<file path="config.mk">
export PLATFORM = sky130hd
export DESIGN_NAME = prio_rr_scheduler_flat
export DESIGN_NICKNAME = d
export VERILOG_FILES = /design/src/rtl/prio_rr_scheduler_if.sv /design/src/rtl/prio_rr_scheduler.sv /design/src/flat_wrapper.sv
export SDC_FILE = /design/constraint.sdc
export NUM_CORES = 1
export LEC_CHECK = 0
export BUFFER_PORTS_ARGS = -buffer_cell sky130_fd_sc_hd__buf_2
export CAP_MARGIN = 5
export CORE_MARGIN = 5
export CORE_UTILIZATION = 52
export DETAILED_ROUTE_END_ITERATION = 10
export GPL_TIMING_DRIVEN = 0
export PLACE_DENSITY = 0.79
export SLEW_MARGIN = 20
export SYNTH_ARGS = -nofsm -noshare
export SYNTH_HDL_FRONTEND = slang
export SYNTH_SLANG_ARGS = --single-unit
</file>
<file path="constraint.sdc">
create_clock -name clk -period 3.27 [get_ports clk]
set_input_delay 0.4905 -clock clk [delete_from_list [all_inputs] [get_ports clk]]
set_output_delay 0.4905 -clock clk [all_outputs]
set_load 0.01 [all_outputs]
</file>
<file path="src/rtl/prio_rr_scheduler_if.sv">
// Request/grant bundle between a set of requesters and prio_rr_scheduler.
// The scheduler takes the slave side; the requester side (or a testbench) takes master.
interface prio_rr_scheduler_if #(
    parameter int N = 8
);
    localparam int IW = (N > 1) ? $clog2(N) : 1;

    logic [N-1:0]  req;
    logic          done;
    logic [N-1:0]  gnt;
    logic [IW-1:0] gnt_idx;
    logic          gnt_valid;
    logic          timeout;

    modport master (
        output req,
        output done,
        input  gnt,
        input  gnt_idx,
        input  gnt_valid,
        input  timeout
    );

    modport slave (
        input  req,
        input  done,
        output gnt,
        output gnt_idx,
        output gnt_valid,
        output timeout
    );
endinterface

</file>
<file path="src/rtl/prio_rr_scheduler.sv">
// Round-robin single-resource scheduler with an optional hold timeout.
//
//   state | meaning
//   IDLE  | no grant active; next edge grants the first requester at/after ptr
//   BUSY  | grant held steady until done or hold limit, then back to IDLE
//
// A released grant always passes through IDLE for one cycle, so grants are
// at least two cycles apart. MAX_HOLD = 0 disables the hold limit.
module prio_rr_scheduler #(
    parameter int N        = 8,
    parameter int MAX_HOLD = 16
) (
    input  logic          clk,
    input  logic          rst,
    prio_rr_scheduler_if.slave bus
);
    localparam int IW = (N > 1) ? $clog2(N) : 1;
    localparam int CW = (MAX_HOLD > 1) ? $clog2(MAX_HOLD) : 1;
    localparam logic [CW-1:0] CNT_LAST = CW'(MAX_HOLD - 1);
    localparam logic [IW-1:0] IDX_LAST = IW'(N - 1);

    typedef enum logic {
        IDLE = 1'b0,
        BUSY = 1'b1
    } state_t;

    state_t        state_q, state_d;
    logic [IW-1:0] ptr_q, ptr_d;
    logic [IW-1:0] idx_q, idx_d;
    logic [CW-1:0] cnt_q, cnt_d;
    logic          timeout_q, timeout_d;
    logic          sel_found;
    logic [IW-1:0] sel_idx;
    logic          hold_last;

    function automatic int wrap_add(input int a, input int b);
        int s;
        s = a + b;
        return (s >= N) ? (s - N) : s;
    endfunction

    // Search requests cyclically starting at ptr; first hit wins.
    always_comb begin
        sel_found = 1'b0;
        sel_idx   = '0;
        for (int k = 0; k < N; k++) begin
            if (!sel_found && bus.req[wrap_add(int'(ptr_q), k)]) begin
                sel_found = 1'b1;
                sel_idx   = IW'(wrap_add(int'(ptr_q), k));
            end
        end
    end

    assign hold_last = (MAX_HOLD != 0) && (cnt_q == CNT_LAST);

    // Next-state logic: grant issue in IDLE, release (normal or forced) in BUSY.
    always_comb begin
        state_d   = state_q;
        ptr_d     = ptr_q;
        idx_d     = idx_q;
        cnt_d     = cnt_q;
        timeout_d = 1'b0;
        case (state_q)
            IDLE: begin
                cnt_d = '0;
                if (sel_found) begin
                    state_d = BUSY;
                    idx_d   = sel_idx;
                    ptr_d   = (sel_idx == IDX_LAST) ? '0 : sel_idx + 1'b1;
                end
            end
            BUSY: begin
                if (bus.done || hold_last) begin
                    state_d   = IDLE;
                    idx_d     = '0;
                    cnt_d     = '0;
                    timeout_d = !bus.done;
                end else begin
                    cnt_d = cnt_q + 1'b1;
                end
            end
            default: begin
                state_d = IDLE;
                idx_d   = '0;
                cnt_d   = '0;
            end
        endcase
    end

    // State and datapath registers; reset wins over done and req.
    always_ff @(posedge clk) begin
        if (rst) begin
            state_q   <= IDLE;
            ptr_q     <= '0;
            idx_q     <= '0;
            cnt_q     <= '0;
            timeout_q <= 1'b0;
        end else begin
            state_q   <= state_d;
            ptr_q     <= ptr_d;
            idx_q     <= idx_d;
            cnt_q     <= cnt_d;
            timeout_q <= timeout_d;
        end
    end

    assign bus.gnt_valid = (state_q == BUSY);
    assign bus.gnt       = (state_q == BUSY) ? (N'(1) << idx_q) : '0;
    assign bus.gnt_idx   = idx_q;
    assign bus.timeout   = timeout_q;

`ifndef SYNTHESIS
    logic grant_issue;
    int   run_len;
    int   wait_cnt [N];

    assign grant_issue = (state_q == IDLE) && sel_found;

    // Length of the current grant so far, for the hold-limit check.
    always_ff @(posedge clk) begin
        if (rst || !bus.gnt_valid) run_len <= 0;
        else                       run_len <= run_len + 1;
    end

    // Grants issued to others while requester i keeps its request high.
    always_ff @(posedge clk) begin
        for (int i = 0; i < N; i++) begin
            if (rst || !bus.req[i] || (grant_issue && sel_idx == IW'(i))) wait_cnt[i] <= 0;
            else if (grant_issue)                                        wait_cnt[i] <= wait_cnt[i] + 1;
        end
    end

    a_onehot: assert property (@(posedge clk) disable iff (rst) $onehot0(bus.gnt));
    a_valid:  assert property (@(posedge clk) disable iff (rst) bus.gnt_valid == (bus.gnt != '0));
    a_idx:    assert property (@(posedge clk) disable iff (rst) bus.gnt_valid |-> bus.gnt[bus.gnt_idx]);
    a_req:    assert property (@(posedge clk) disable iff (rst)
                  (bus.gnt_valid && !$past(bus.gnt_valid)) |-> (($past(bus.req) & bus.gnt) != '0));
    a_hold:   assert property (@(posedge clk) disable iff (rst)
                  ((MAX_HOLD != 0) && bus.gnt_valid) |-> (run_len < MAX_HOLD));

    for (genvar g = 0; g < N; g++) begin : g_fair
        a_fair: assert property (@(posedge clk) disable iff (rst) wait_cnt[g] < N);
    end
`endif
endmodule

</file>
<file path="src/flat_wrapper.sv">
// flat-port wrapper written by rule: the top's interface ports become plain ports
module prio_rr_scheduler_flat 
#(
    parameter int N        = 8,
    parameter int MAX_HOLD = 16
)
  (clk, rst, bus_req, bus_done, bus_gnt, bus_gnt_idx, bus_gnt_valid, bus_timeout);
  prio_rr_scheduler_if #(.N(N)) bus_i ();
  input  logic clk;
  input  logic rst;
  input wire logic [$bits(bus_i.req)-1:0] bus_req;
  input wire logic [$bits(bus_i.done)-1:0] bus_done;
  output wire logic [$bits(bus_i.gnt)-1:0] bus_gnt;
  output wire logic [$bits(bus_i.gnt_idx)-1:0] bus_gnt_idx;
  output wire logic [$bits(bus_i.gnt_valid)-1:0] bus_gnt_valid;
  output wire logic [$bits(bus_i.timeout)-1:0] bus_timeout;
  assign bus_i.req = bus_req;
  assign bus_i.done = bus_done;
  assign bus_gnt = bus_i.gnt;
  assign bus_gnt_idx = bus_i.gnt_idx;
  assign bus_gnt_valid = bus_i.gnt_valid;
  assign bus_timeout = bus_i.timeout;
  prio_rr_scheduler #(.N(N), .MAX_HOLD(MAX_HOLD)) u_core (.clk(clk), .rst(rst), .bus(bus_i));
endmodule
</file>
==> results.py <==
metrics = {
    "setup_path": {
        "cp.buffers_inverters": 1,
        "cp_common_cell": "ha_4",
        "cp-start-kind": "flip-flop",
        "worstSetupEndpointType": "flip-flop",
        "r2r_slack_ns": 0.11,
        "required_ns": 3.44,
        "criticalPathCategory": "flip-flop to flip-flop",
        "crit_family": "compound AO/OA/AOI/OAI gates",
        "critPathSlowestCell": "dfxtp_4",
        "worstPathArrival_ns": 3.34,
        "worst-path-max-fanout": 7,
        "cp_cell_sequence": "clkinvlp_4 -> ha_4 -> mux2_4 -> a221oi_4 -> a21boi_4 -> o21ai_1 -> o311ai_1 -> a221o_1 -> ha_2 -> ha_4 -> mux2i_1 -> nor2_1",
        "cpPeakStageDelay_ns": 0.38,
    },
    "global_route": {
        "grt_pass1_vias": 1490,
        "grt_overflow_total": 0,
        "track_usage": 0.198,
        "antenna_found_initial": 0,
        "grt_pass1_wl_mm": 6.94,
        "grt_max_degree": 18,
    },
    "place": {
        "gp_congestion": 0.844,
        "numPlacedInstances": 260,
        "io_buffers": 23,
        "dp_hpwl_mm": 3.16,
        "place_ws_ns": -0.400,
        "placed_area_um2": 1890,
    },
    "yosys": {
        "synth-seq-cells": 12,
        "syn_avg_cell_area_um2": 8.88,
        "syn_nets": 209,
        "yosysWarnings": 0,
        "async_flop_share": 0,
        "synth_cell_types": 61,
        "syn_area_um2": 1710,
        "synth_edf_count": 0,
        "syn-instance-count": 193,
        "seq_area_frac_synth": 0.140,
        "synth_flop_cell": "dfxtp_1",
    },
    "routing": {
        "drc": 0,
        "drt-initial-drc-count": 65,
        "ant_nets": 0,
        "drt-total-wl_mm": 4.54,
        "route.vias.total": 1668,
        "wl_per_cell_um": 16.4,
        "avgViaCountPerCell": 6.02,
        "drtPass1Iterations": 4,
    },
    "power_and_ir_drop": {
        "p_leak_nw": 0.853,
        "ir_drop_mv": 0.659,
        "p_sw_frac": 0.475,
        "p_seq_frac": 0.097,
        "power.share.clock": 0.056,
        "power_density_nw_per_um2": 1010,
        "p_total_mw": 2.15,
        "p_int_mw": 1.13,
        "power.net_switching_mw": 1.02,
        "power_frac_comb": 0.848,
    },
    "timing": {
        "worst_slew_pin_slew_ns": 0.611,
        "clock.fmax_mhz": 316,
        "timing.slew.headroom": 0.593,
        "report.final.slew_viol_count": 0,
        "fin_skew_ns": 0.00277,
        "setup_viol": 0,
        "fin_setup_tns_ns": 0,
        "hold_violations": 0,
        "timing.hold.ws_ns": 0.451,
        "setup_slack_ns": 0.107,
        "fin_crit_ns": 3.16,
        "fin_crit_sh": 0.967,
    },
    "floorplanning": {
        "num_rows": 20,
        "start_util": 0.552,
        "die_x_um": 67.4,
        "die_area_um2": 4540,
        "core_um2": 3100,
        "dieHeight_um": 67.4,
        "ios": 24,
    },
    "layout": {
        "layout_common_cells": "buf_2, mux2i_1, nor2_1",
        "final_cells": 277,
        "diodes": 0,
        "nets": 250,
        "final_common_cell": "buf_2",
        "fin_area_um2": 2140,
        "layout-drive-gt1-share": 0.391,
        "n_fill_cell": 260,
        "areaGrowthSynthToFinish_pct": 24.7,
        "final_util": 0.688,
    },
    "cts": {
        "clk_pin_slew_ns": 0.08,
        "clock_path_buffers": 2,
        "cts_sinks": 12,
        "cts_root_buffer": "clkbuf_4",
        "cts_buffers": 3,
        "clock_latency_ns": 0.28,
        "htreeDepth": 1,
        "cts_tree": "done",
    },
    "job": {
        "drv_cap": 0,
    },
    "status": {
        "outcome": "finished clean",
    },
    "hold_path": {
        "hold_path_class": "flip-flop to flip-flop",
    },
}
power by group through the flow:
stage                     logic [mW]  clock network, mW  registers [mW]
after floorplan                 1.15                  0           0.208
after global placement          1.40                  0           0.203
after detailed placement        1.41                  0           0.202
after CTS                       1.56              0.121           0.205
after global routing            1.95              0.127           0.213
final                           1.82              0.119           0.208
logic make-up (layout without fill, tap and decap cells):
family	count (synthesis)	in the layout	share of synthesized area
adder cells (fa/ha/maj)	5	5	0.0365
AO/OA/AOI/OAI	40	40	0.220
buffers and inverters	17	57	0.0540
XOR/XNOR	6	6	0.0504
multiplexers	43	43	0.297
AND/OR/NAND/NOR	70	70	0.202
flip-flops	12	12	0.140
what timing repair did:
action,CTS,global route
setup endpoints to repair,3,3
pin swaps,3,9
hold buffers,0,0
endpoints found under the hold margin,0,0
buffers inserted,6,10
gates resized for setup,14,14
layer usage:
metal / part of all wire / global-route usage
met5: 0 / 0
met2: 0.47 / 0.315
met4: 0.012 / 0.0481
met1: 0.45 / 0.276
met3: 0.073 / 0.0349
cell usage after synthesis (3+ instances only):
| library cell | n | area share |
|---|---|---|
| mux2i_1 | 28 | 0.16 |
| nor2_1 | 22 | 0.048 |
| nand2_1 | 17 | 0.037 |
| dfxtp_1 | 12 | 0.14 |
| nand3_1 | 9 | 0.026 |
| a21oi_1 | 5 | 0.015 |
| buf_2 | 5 | 0.015 |
| ha_1 | 5 | 0.037 |
| inv_1 | 5 | 0.011 |
| nor3_1 | 5 | 0.015 |
| and2_1 | 4 | 0.015 |
| mux2_2 | 4 | 0.026 |
| mux2_4 | 4 | 0.035 |
| o211ai_1 | 4 | 0.018 |
| o21ai_0 | 4 | 0.012 |
| mux2_1 | 3 | 0.020 |
| mux4_2 | 3 | 0.039 |
cell type report:
cell class                 instances  area (µm²)  area share
timing repair buffer              39         235       0.110
buffer                             8        56.3      0.0264
inverter                           6        28.8      0.0135
sequential                        12         245       0.115
tap                               44        55.1      0.0258
multi-input combinational        164        1480       0.692
clock buffer                       4        36.3      0.0170
worst paths after layout:
check	to	cells past startpoint	from
setup / recovery	u_core.ptr_q[2]	12	u_core.ptr_q[1]
hold / removal	u_core.cnt_q[0]	1	u_core.cnt_q[0]
setup reg to reg	u_core.ptr_q[2]	12	u_core.ptr_q[1]
hold reg to reg	u_core.cnt_q[0]	1	u_core.cnt_q[0]
registers in the layout, summed over array words and instances (netlist names):
name,cells
u_core.ptr_q,3
u_core.bus.gnt_idx,3
u_core.bus.gnt_valid,1
u_core.bus.timeout,1
u_core.cnt_q,4
(Power assumes the default switching activity.)
